--- src/rtl/calc_pkg.sv ---
// ----------------------------------------------------------------------------
// calc_pkg
// Shared definitions for the calculator keypad sequencer:
//   - default operand / result widths
//   - keypad code points
//   - sequencer state encoding
//   - one-hot ALU opcode constants and key -> opcode mapping
// No ports (package).
// ----------------------------------------------------------------------------
package calc_pkg;

    localparam int CALC_OPW  = 8;
    localparam int CALC_RESW = 16;

    // Keypad codes; 0..9 are digits, anything above KEY_CLR is ignored.
    localparam logic [4:0] KEY_DIG_MAX = 5'd9;
    localparam logic [4:0] KEY_ADD     = 5'd10;
    localparam logic [4:0] KEY_SUB     = 5'd11;
    localparam logic [4:0] KEY_MUL     = 5'd12;
    localparam logic [4:0] KEY_DIV     = 5'd13;
    localparam logic [4:0] KEY_EXP     = 5'd14;
    localparam logic [4:0] KEY_EQ      = 5'd15;
    localparam logic [4:0] KEY_NEG     = 5'd16;
    localparam logic [4:0] KEY_CLR     = 5'd17;

    typedef enum logic [2:0] {
        ST_ENTER_A,
        ST_ENTER_B,
        ST_EXEC,
        ST_SHOW,
        ST_ERR
    } state_e;

    // One-hot opcode, bit order {exp, div, mul, sub, add}
    localparam logic [4:0] OPC_NONE = 5'b00000;
    localparam logic [4:0] OPC_ADD  = 5'b00001;
    localparam logic [4:0] OPC_SUB  = 5'b00010;
    localparam logic [4:0] OPC_MUL  = 5'b00100;
    localparam logic [4:0] OPC_DIV  = 5'b01000;
    localparam logic [4:0] OPC_EXP  = 5'b10000;

    function automatic logic [4:0] key_to_opc(input logic [4:0] code);
        logic [4:0] opc;
        opc = OPC_NONE;
        case (code)
            KEY_ADD: opc = OPC_ADD;
            KEY_SUB: opc = OPC_SUB;
            KEY_MUL: opc = OPC_MUL;
            KEY_DIV: opc = OPC_DIV;
            KEY_EXP: opc = OPC_EXP;
            default: opc = OPC_NONE;
        endcase
        return opc;
    endfunction

endpackage

--- src/rtl/calc_digit_acc.sv ---
// ----------------------------------------------------------------------------
// calc_digit_acc
// Sign/magnitude decimal accumulator shared by operand A and operand B entry.
// Ports:
//   clk, rst          clock, synchronous active-high reset
//   clr_i             drop current entry (mag=0, sign=+)
//   commit_i          operand taken by the sequencer; restart entry
//   digit_vld_i       append digit_i (mag = mag*10 + digit)
//   digit_i [3:0]     decimal digit
//   neg_i             toggle sign
//   range_err_o       appending digit_i now would push mag above 2^(OPW-1)
//   commit_err_o      positive sign with mag = 2^(OPW-1) (not representable)
//   value_o [OPW-1:0] two's complement value of the current entry
// clr_i/commit_i combined with digit_vld_i/neg_i start a fresh entry that
// already contains that digit / sign.
// ----------------------------------------------------------------------------
module calc_digit_acc #(
    parameter int OPW = 8
) (
    input  logic           clk,
    input  logic           rst,
    input  logic           clr_i,
    input  logic           commit_i,
    input  logic           digit_vld_i,
    input  logic [3:0]     digit_i,
    input  logic           neg_i,
    output logic           range_err_o,
    output logic           commit_err_o,
    output logic [OPW-1:0] value_o
);

    localparam int MAXMAG = 1 << (OPW - 1);
    localparam int XW     = OPW + 4;   // mag*10+9 with mag <= 2^(OPW-1) fits

    logic [OPW-1:0] mag_q, mag_d;
    logic           sign_q, sign_d;
    logic [XW-1:0]  mag_next;
    logic           restart;

    assign restart  = clr_i || commit_i;
    assign mag_next = ({4'b0000, mag_q} * XW'(10)) + XW'(digit_i);

    // Checked against the held magnitude; a restarted entry only ever
    // receives a single digit, which is always in range.
    assign range_err_o  = (mag_next > XW'(MAXMAG));
    assign commit_err_o = !sign_q && (mag_q == OPW'(MAXMAG));
    assign value_o      = sign_q ? (~mag_q + OPW'(1)) : mag_q;

    always_comb begin
        mag_d  = mag_q;
        sign_d = sign_q;
        if (restart) begin
            mag_d  = digit_vld_i ? OPW'(digit_i) : '0;
            sign_d = neg_i;
        end else begin
            if (digit_vld_i) mag_d = mag_next[OPW-1:0];
            if (neg_i)       sign_d = ~sign_q;
        end
    end

    always_ff @(posedge clk) begin
        if (rst) begin
            mag_q  <= '0;
            sign_q <= 1'b0;
        end else begin
            mag_q  <= mag_d;
            sign_q <= sign_d;
        end
    end

endmodule

--- src/rtl/calc_entry_ctrl.sv ---
// ----------------------------------------------------------------------------
// calc_entry_ctrl
// Keypad-side sequencer for the 8-bit calculator ALU. Builds signed decimal
// operands from keystrokes, presents them with a one-cycle one-hot opcode to
// the combinational ALU, then captures the result or flags an error.
// Ports:
//   clk, rst                 clock, synchronous active-high reset
//   key_valid, key_code[4:0] keypad strobe / code (0-9, ADD..CLR)
//   key_ready                key accepted when key_valid && key_ready
//   k_out, m_out [OPW-1:0]   committed operands A / B to the ALU
//   op_add..op_exp           one-hot opcode, high only during EXEC
//   alu_r [RESW-1:0], alu_ovf ALU result / overflow
//   res [RESW-1:0]           captured result
//   res_valid                res holds the result of the last EQ
//   err                      sticky error, cleared by CLR or rst
// Build option: define CALC_CHAIN_EN to let an op key in SHOW reuse the
// result as operand A; otherwise op keys in SHOW are ignored.
// ----------------------------------------------------------------------------
module calc_entry_ctrl
    import calc_pkg::*;
#(
    parameter int OPW  = CALC_OPW,
    parameter int RESW = CALC_RESW
) (
    input  logic            clk,
    input  logic            rst,
    input  logic            key_valid,
    input  logic [4:0]      key_code,
    output logic            key_ready,
    output logic [OPW-1:0]  k_out,
    output logic [OPW-1:0]  m_out,
    output logic            op_add,
    output logic            op_sub,
    output logic            op_mul,
    output logic            op_div,
    output logic            op_exp,
    input  logic [RESW-1:0] alu_r,
    input  logic            alu_ovf,
    output logic [RESW-1:0] res,
    output logic            res_valid,
    output logic            err
);

    state_e          state_q;
    logic [OPW-1:0]  k_q, m_q;
    logic [RESW-1:0] res_q;
    logic            res_valid_q, err_q;
    logic [4:0]      op_q;      // opcode latched at the op key
    logic [4:0]      op_out_q;  // opcode driven to the ALU (EXEC only)
    logic            b_dig_q;   // a B digit has been entered

    logic accept;
    logic k_dig, k_op, k_eq, k_neg, k_clr;
    logic eq_ok, res_fits;

    logic           acc_clr, acc_commit, acc_dig, acc_neg;
    logic           acc_range_err, acc_commit_err;
    logic [OPW-1:0] acc_value;

    assign key_ready = (state_q != ST_EXEC);
    assign accept    = key_valid && key_ready;

    assign k_dig = (key_code <= KEY_DIG_MAX);
    assign k_op  = (key_code >= KEY_ADD) && (key_code <= KEY_EXP);
    assign k_eq  = (key_code == KEY_EQ);
    assign k_neg = (key_code == KEY_NEG);
    assign k_clr = (key_code == KEY_CLR);

    // B=0 for DIV and negative B for EXP are refused before reaching the ALU
    assign eq_ok = !acc_commit_err
                && !((op_q == OPC_DIV) && (acc_value == '0))
                && !((op_q == OPC_EXP) && acc_value[OPW-1]);

    // result is representable as an OPW-bit signed operand
    assign res_fits = (res_q[RESW-1:OPW-1] == '0) || (res_q[RESW-1:OPW-1] == '1);

    calc_digit_acc #(.OPW(OPW)) u_acc (
        .clk          (clk),
        .rst          (rst),
        .clr_i        (acc_clr),
        .commit_i     (acc_commit),
        .digit_vld_i  (acc_dig),
        .digit_i      (key_code[3:0]),
        .neg_i        (acc_neg),
        .range_err_o  (acc_range_err),
        .commit_err_o (acc_commit_err),
        .value_o      (acc_value)
    );

    always_comb begin
        acc_clr    = 1'b0;
        acc_commit = 1'b0;
        acc_dig    = 1'b0;
        acc_neg    = 1'b0;
        if (accept) begin
            if (k_clr) begin
                acc_clr = 1'b1;
            end else begin
                case (state_q)
                    ST_ENTER_A, ST_ENTER_B: begin
                        acc_dig = k_dig && !acc_range_err;
                        acc_neg = k_neg;
                        if (state_q == ST_ENTER_A) acc_commit = k_op && !acc_commit_err;
                        else                       acc_commit = k_eq && eq_ok;
                    end
                    ST_SHOW: begin
                        // a digit or NEG in SHOW starts a brand new operand A
`ifdef CALC_CHAIN_EN
                        acc_clr = k_dig || k_neg || k_op;
`else
                        acc_clr = k_dig || k_neg;
`endif
                        acc_dig = k_dig;
                        acc_neg = k_neg;
                    end
                    default: ;
                endcase
            end
        end
    end

    always_ff @(posedge clk) begin
        if (rst) begin
            state_q     <= ST_ENTER_A;
            k_q         <= '0;
            m_q         <= '0;
            res_q       <= '0;
            res_valid_q <= 1'b0;
            err_q       <= 1'b0;
            op_q        <= OPC_NONE;
            op_out_q    <= OPC_NONE;
            b_dig_q     <= 1'b0;
        end else begin
            op_out_q <= OPC_NONE;   // one-cycle pulse unless set below
            if (accept && k_clr) begin
                state_q     <= ST_ENTER_A;
                k_q         <= '0;
                m_q         <= '0;
                res_q       <= '0;
                res_valid_q <= 1'b0;
                err_q       <= 1'b0;
                op_q        <= OPC_NONE;
                b_dig_q     <= 1'b0;
            end else begin
                case (state_q)
                    ST_ENTER_A: begin
                        if (accept) begin
                            if (k_dig && acc_range_err) begin
                                state_q <= ST_ERR;
                                err_q   <= 1'b1;
                            end else if (k_op) begin
                                if (acc_commit_err) begin
                                    state_q <= ST_ERR;
                                    err_q   <= 1'b1;
                                end else begin
                                    k_q     <= acc_value;
                                    op_q    <= key_to_opc(key_code);
                                    b_dig_q <= 1'b0;
                                    state_q <= ST_ENTER_B;
                                end
                            end
                        end
                    end
                    ST_ENTER_B: begin
                        if (accept) begin
                            if (k_dig) begin
                                if (acc_range_err) begin
                                    state_q <= ST_ERR;
                                    err_q   <= 1'b1;
                                end else begin
                                    b_dig_q <= 1'b1;
                                end
                            end else if (k_op) begin
                                if (!b_dig_q) op_q <= key_to_opc(key_code);
                            end else if (k_eq) begin
                                if (eq_ok) begin
                                    m_q      <= acc_value;
                                    op_out_q <= op_q;
                                    state_q  <= ST_EXEC;
                                end else begin
                                    state_q <= ST_ERR;
                                    err_q   <= 1'b1;
                                end
                            end
                        end
                    end
                    ST_EXEC: begin
                        if (alu_ovf) begin
                            state_q     <= ST_ERR;
                            err_q       <= 1'b1;
                            res_valid_q <= 1'b0;
                        end else begin
                            res_q       <= alu_r;
                            res_valid_q <= 1'b1;
                            state_q     <= ST_SHOW;
                        end
                    end
                    ST_SHOW: begin
                        if (accept) begin
                            if (k_dig || k_neg) begin
                                state_q     <= ST_ENTER_A;
                                res_valid_q <= 1'b0;
                            end
`ifdef CALC_CHAIN_EN
                            else if (k_op) begin
                                res_valid_q <= 1'b0;
                                if (res_fits) begin
                                    k_q     <= res_q[OPW-1:0];
                                    op_q    <= key_to_opc(key_code);
                                    b_dig_q <= 1'b0;
                                    state_q <= ST_ENTER_B;
                                end else begin
                                    state_q <= ST_ERR;
                                    err_q   <= 1'b1;
                                end
                            end
`endif
                        end
                    end
                    ST_ERR: ;   // only CLR (handled above) leaves ERR
                    default: state_q <= ST_ENTER_A;
                endcase
            end
        end
    end

`ifndef CALC_CHAIN_EN
    logic unused_fits;
    assign unused_fits = res_fits;
`endif

    assign k_out     = k_q;
    assign m_out     = m_q;
    assign res       = res_q;
    assign res_valid = res_valid_q;
    assign err       = err_q;
    assign op_add    = op_out_q[0];
    assign op_sub    = op_out_q[1];
    assign op_mul    = op_out_q[2];
    assign op_div    = op_out_q[3];
    assign op_exp    = op_out_q[4];

endmodule

--- config.mk ---
export PLATFORM = sky130hd
export DESIGN_NAME = calc_entry_ctrl
export DESIGN_NICKNAME = d
export VERILOG_FILES = /design/src/rtl/calc_pkg.sv /design/src/rtl/calc_digit_acc.sv /design/src/rtl/calc_entry_ctrl.sv
export SDC_FILE = /design/constraint.sdc
export NUM_CORES = 1
export LEC_CHECK = 0
export BUFFER_PORTS_ARGS = -buffer_cell sky130_fd_sc_hd__buf_2
export CORE_MARGIN = 2
export CORE_UTILIZATION = 30
export DETAILED_ROUTE_END_ITERATION = 6
export PLACE_DENSITY = 0.53
export RECOVER_POWER = 25
export SLEW_MARGIN = 20
export SYNTH_ARGS = -nofsm -noshare
export SYNTH_HDL_FRONTEND = slang
export SYNTH_HIERARCHICAL = 1
export SYNTH_SLANG_ARGS = --single-unit
--- constraint.sdc ---
create_clock -name clk -period 5.43 [get_ports clk]
set_input_delay 1.086 -clock clk [delete_from_list [all_inputs] [get_ports clk]]
set_output_delay 1.086 -clock clk [all_outputs]
set_load 0.02 [all_outputs]
* After elaboration in Yosys (flattened, before gate mapping)
Index checks and enable logic that the tools add are counted.
** Storage, ports and cells
- Latch bits :: 0
- Word-level logic and storage cells :: 170
- Memory bits (read-only) :: 0
- Register bits after elaboration :: 57
- Memories kept :: 0
- Output and inout port bits :: 40
- Bits of input ports :: 25
- Memory bits (writable) :: 0
** Operators by class
- Order comparisons :: 4
- Divide/modulo/power cells :: 0
- Eq/ne operators :: 35
- Reductions and logical operators :: 38
- Multipliers :: 1
- Mux-type cells :: 67
- Shift-type cells :: 0
- Bitwise operators :: 12
- Add/subtract/negate cells :: 2
** Operator list (count)
- two-way mux 5 bit :: 8
- two-way mux 3 bit :: 13
- equality test 5 x 4 -> 1 bit (second input constant) :: 7
- two-way mux 1 bit :: 35
- != test 2 bit (second input constant) :: 13
- one-hot mux 5 bit (5 select lines) :: 1
- two-way mux 8 bit :: 3
- AND reduction 9 bit :: 2
- equality test 5 bit (second input constant) :: 3
- one-hot mux 3 bit (5 select lines) :: 1
- adder 12 x 4 -> 12 bit :: 1
- > comparator 12 x 8 -> 1 bit (second input constant) :: 1
- logical AND 1 bit :: 12
- != test 3 bit (second input constant) :: 4
- multiplier 8 x 3 -> 11 bit (second input constant) :: 1
- NOT 1 bit :: 11
- <= comparator 5 x 4 -> 1 bit (second input constant) :: 2
- one-hot mux 5 bit (2 select lines) :: 1
- AND reduction 10 bit :: 1
- != test 3 x 2 -> 1 bit (second input constant) :: 3
- adder 8 x 1 -> 8 bit (second input constant) :: 1
- equality test 8 bit (second input constant) :: 1
- logical NOT 8 bit :: 1
- NOT 8 bit :: 1
- other kinds (20) :: 32

* Logic depth before layout (Yosys ltp)
- Depth in word-level cells :: 15
- Gate-level depth with buffers :: 16
- Gate-level depth less buffers :: 15

* Modules after synthesis
Netlist, hierarchy kept.
** Modules (own cells, without submodules)
- calc_entry_ctrl :: sequential area each 960.9 um^2, instances 1, area each 2225.9 um^2, cells an instance 255
- calc_digit_acc :: sequential area each 180.2 um^2, instances 1, area each 1042.2 um^2, cells an instance 129

* Least setup slack after synthesis
OpenSTA, ideal clock, no wires.
- Path type :: input to register
- From :: input key_code[1]
- To :: register u_acc.mag_q[4]
- Stages on the path :: 12
- Required time :: 5315 ps
- Buffers on the path :: 1
- Setup time :: 115 ps
- Data arrival time :: 3751 ps
- Path slack :: 1564 ps
- Cell sequence :: ha_1 inv_1 fa_1 inv_1 a21o_1 or4_1 a21oi_1 nand4_1 a2111oi_0 clkbuf_1 mux2i_1 nor2_1
** On the way
- Elaborated cells on any way between the ends :: 28
- Those cells by class :: add/sub: 1; order compare: 4; eq/ne: 3; mux: 12; reduce/logical: 8
** RTL lines
- from (decl) :: line calc_entry_ctrl.sv:28 : input logic [4:0] key_code,
- adder 12 x 4 -> 12 bit :: line calc_digit_acc.sv:41 : assign mag_next = ({4'b0000, mag_q} * XW'(10)) + XW'(digit_i);
- > comparator 12 x 8 -> 1 bit :: line calc_digit_acc.sv:45 : assign range_err_o = (mag_next > XW'(MAXMAG));
- via acc_range_err :: line calc_entry_ctrl.sv:57 : logic acc_range_err, acc_commit_err;
- logical NOT 1 bit :: line calc_entry_ctrl.sv:101 : acc_dig = k_dig && !acc_range_err;
- logical AND 1 bit :: line calc_entry_ctrl.sv:101
- one-hot mux 1 bit (2 select lines) :: line calc_entry_ctrl.sv:99 : case (state_q)
- two-way mux 1 bit :: line calc_entry_ctrl.sv:96 : if (k_clr) begin
- two-way mux 1 bit :: line calc_entry_ctrl.sv:95 : if (accept) begin
- via acc_dig :: line calc_entry_ctrl.sv:56 : logic acc_clr, acc_commit, acc_dig, acc_neg;
- nonzero test 2 bit (no source line)
- to (signal assigned) :: line calc_digit_acc.sv:66 : mag_q <= mag_d;
- to (decl) :: line calc_digit_acc.sv:35 : logic [OPW-1:0] mag_q, mag_d;
The timed path passes the listed nets, and every way through them passes these cells. The select of a mux whose other input is x is not followed.
A chain may end at the register's enable or synchronous reset.

* Worst setup path in the final report
- From :: register u_acc.mag_q[1]
- To :: register state_q[1]
** On the way
- Elaborated cells on any way between the ends :: 28
- Those cells by class :: add/sub: 2; mul: 1; order compare: 1; eq/ne: 3; mux: 9; bitwise: 1; reduce/logical: 11
** RTL lines
- multiplier 8 x 3 -> 11 bit (*) :: line calc_digit_acc.sv:41
- adder 12 x 4 -> 12 bit (*) :: line calc_digit_acc.sv:41
- > comparator 12 x 8 -> 1 bit (*) :: line calc_digit_acc.sv:45
- via acc_range_err :: line calc_entry_ctrl.sv:57
- logical AND 1 bit :: line calc_entry_ctrl.sv:148 : if (k_dig && acc_range_err) begin
- two-way mux 3 bit :: line calc_entry_ctrl.sv:148
- two-way mux 3 bit :: line calc_entry_ctrl.sv:147 : if (accept) begin
- one-hot mux 3 bit (5 select lines) :: line calc_entry_ctrl.sv:145 : case (state_q)
- to (signal assigned) :: line calc_entry_ctrl.sv:149 : state_q <= ST_ERR;
- to (signal assigned) :: line calc_entry_ctrl.sv:153 : state_q <= ST_ERR;
- to (signal assigned) :: line calc_entry_ctrl.sv:159 : state_q <= ST_ENTER_B;
- to (decl) :: line calc_entry_ctrl.sv:44 : state_e state_q;
The timed path passes the listed nets; every way through them passes the cells marked *. The select of a mux whose other input is x is not followed.

==> flow_summary.toml <==
[critical_path]
path_class = "reg -> reg"
arrival_ns = 4.45
worst_setup_path_start_kind = "flip-flop"
endpoint_kind = "flip-flop"
critPathRequiredTime_ns = 5.65
reg2regPathDepth = 15
crit_fanout = 14

[flow_run]
maxCapViolCount = 0

[cts]
cts_inserted_buffers = 9
postCtsHoldBufs = 0
cts.sinks = 57
post_cts_buffers = 0
cts_resized = 0
cts.reportedPaths.clkPinSlew_ns = 0.06
cts_max_level = 3
cts-root-buf = "clkbuf_8"
cts_tree = "done"
clkLatencyLatePin_ns = 0.33
clockBufferDepth = 2

[drt]
detail_route.vias_per_cell = 4.84
vias = 2840
drc = 0
wire_per_inst_um = 13.2
first_pass_iters = 5
drt_iter0_drc = 181
routed_wl_um = 7730
drtAntennaViolNets = 0

[timing]
finalCritPeriodShare = 0.779
fin_setup_tns_ns = 0
fin_skew_ns = 0.00587
setup_viol = 0
tightest_slew_ns = 0.879
rsz0062_at_grt = "false"
hold_viol = 0
fmax_ghz = 0.237
post-route-min-period_ns = 4.23
slew_headroom = 0.412
slew_violations = 0
setup_slack_ns = 1.20
timing.hold.ws_ns = 0.454

[yosys]
synth-edff-count = 0
synth.avg_cell_area_um2 = 8.51
synth_fp_nets = 427
synth_flop_cell = "dfxtp_1"
async_reset_ff_frac = 0
yosysSeqAreaShare = 0.349
ys_ff_latch = 57
synthCells = 384
syn_area_um2 = 3270
yosysUniqueCellTypes = 62
synth.yosys.warnings = 6

[power]
p_per_area_nw_per_um2 = 268
ir_drop_uv = 130
cell_internal_pwr_mw = 0.769
leakagePower_nw = 1.55
pwr-share-seq = 0.425
switchingPower_mw = 0.262
switching_share = 0.255
clkPwrFrac = 0.431
power_frac_comb = 0.144

[global_route]
grt_pass1_vias = 2549
antenna_found_initial = 0
grt_start_max_net_pins = 32
track_usage = 0.136
grt-ovfl-total = 0
grt_pass1_wl_um = 12600

[floorplan]
core_region_area_um2 = 10700
dieHeight_um = 108
io_pins = 65
die-area_um2 = 11700
fp-row-count = 38
die_w_um = 108
start_util = 0.304

[placed_design]
placed_cell_area_um2 = 3660
hpwl_um = 5920
pre_cts_slack_ns = 1.09
numPortBuffers = 64
routabilityCongestion = 0.851

[layout]
fin_nets = 485
num_antenna_cells = 0
fillerInstances = 1150
layout_common_cells = "67 x nand2_1, 57 x dfxtp_1, 40 x buf_2"
final_common_cell = "nand2_1"
final_util = 0.359
drive_gt1_frac = 0.170
syn2layout_area_growth_pct = 17.9
layout.cell_area.non_filler_um2 = 3850

[hold_path]
hp-class = "reg -> reg"
min_path_cells = 2

[outcome]
status = "completed"
==> flip-flops by register name, summed over array words and instances (netlist names) <==
| name | count |
|---|---|
| err | 1 |
| m_out | 8 |
| op_out_q | 5 |
| state_q | 3 |
| op_q | 5 |
| k_out | 8 |
| u_acc/sign_q | 1 |
| res_valid | 1 |
| b_dig_q | 1 |
| res | 16 |
| u_acc/mag_q | 8 |
==> final timing paths <==
kind / start / slack [ns] / to
hold reg to reg: res[15]$_SDFFE_PP0P_ / 0.45 / res[15]$_SDFFE_PP0P_
setup reg to reg: u_acc/mag_q[1]$_SDFFE_PP0P_ / 1.20 / state_q[1]$_SDFFE_PP0P_
setup / recovery: u_acc/mag_q[1]$_SDFFE_PP0P_ / 1.20 / state_q[1]$_SDFFE_PP0P_
hold / removal: res[15]$_SDFFE_PP0P_ / 0.45 / res[15]$_SDFFE_PP0P_
==> critical path: stages (launching register included) <==
cell,delay [ns]
dfxtp_1,0.47
ha_1,0.28
ha_1,0.22
inv_1,0.07
fa_1,0.46
or2b_1,0.27
nor2_2,0.10
nand4b_1,0.11
or4_1,0.48
a21oi_1,0.13
nand4_1,0.21
nand2b_1,0.19
nor2_1,0.10
o21bai_1,0.20
a31oi_2,0.37
o31a_2,0.45
==> logic make-up (layout without fill, tap and decap cells) <==
family                   after synthesis  in the layout  share of synthesized area
AND/OR/NAND/NOR                      168            168                      0.260
buffers and inverters                 28             91                     0.0475
XOR/XNOR                              14             14                     0.0375
AO/OA/AOI/OAI                         76             76                      0.162
flip-flops                            57             57                      0.349
multiplexers                          23             23                     0.0708
adder cells (fa/ha/maj)               18             18                     0.0735
==> power by group through the flow <==
stage	combinational, mW	sequential [mW]	clock (mW)
global route	0.168	0.440	0.476
CTS	0.150	0.438	0.457
floorplan	0.114	0.443	0
detailed placement	0.149	0.448	0
finish	0.148	0.438	0.444
global placement	0.147	0.448	0
==> final cells by class <==
type	instances	area (um2)	area share
Timing Repair Buffer	65	298	0.0773
Inverter	10	37.5	0.00974
Multi-Input combinational cell	299	1980	0.513
Tap cell	140	175	0.0455
Sequential cell	57	1140	0.296
Clock inverter	2	60.1	0.0156
Clock buffer	14	163	0.0422
==> synth_stat cells (4+ instances only) <==
| library cell | instances | area (um2) |
|---|---|---|
| nand2_1 | 67 | 251 |
| dfxtp_1 | 57 | 1140 |
| nor2_1 | 36 | 135 |
| a21oi_1 | 30 | 150 |
| mux2i_1 | 22 | 220 |
| ha_1 | 16 | 200 |
| inv_1 | 10 | 37.5 |
| o21ai_0 | 9 | 45.0 |
| nand2b_1 | 8 | 50.1 |
| buf_2 | 7 | 35.0 |
| xnor2_1 | 7 | 61.3 |
| xor2_1 | 7 | 61.3 |
| nor3_1 | 6 | 30.0 |
| nor4b_1 | 6 | 52.6 |
| and3_1 | 4 | 25.0 |
| and3_2 | 4 | 30.0 |
| buf_6 | 4 | 45.0 |
| clkbuf_1 | 4 | 15.0 |
| nor2b_1 | 4 | 25.0 |
| o21a_1 | 4 | 30.0 |
==> metal layers <==
metal	vias up	global-route usage	part of all wire
met4	0	0.0412	0.0091
met3	7	0.0313	0.047
li1	1468	-	-
met1	1299	0.196	0.50
met2	66	0.202	0.44
met5	-	0	0
==> per-stage QoR <==
| step | total power, mW | instances |
|---|---|---|
| final | 1.03 | 587 |
| after CTS | 1.04 | 587 |
| after floorplan | 0.557 | 384 |
| after global placement | 0.595 | 571 |
| after global routing | 1.08 | 587 |
| after detailed placement | 0.597 | 571 |
Power figures use the tool's default switching activity.
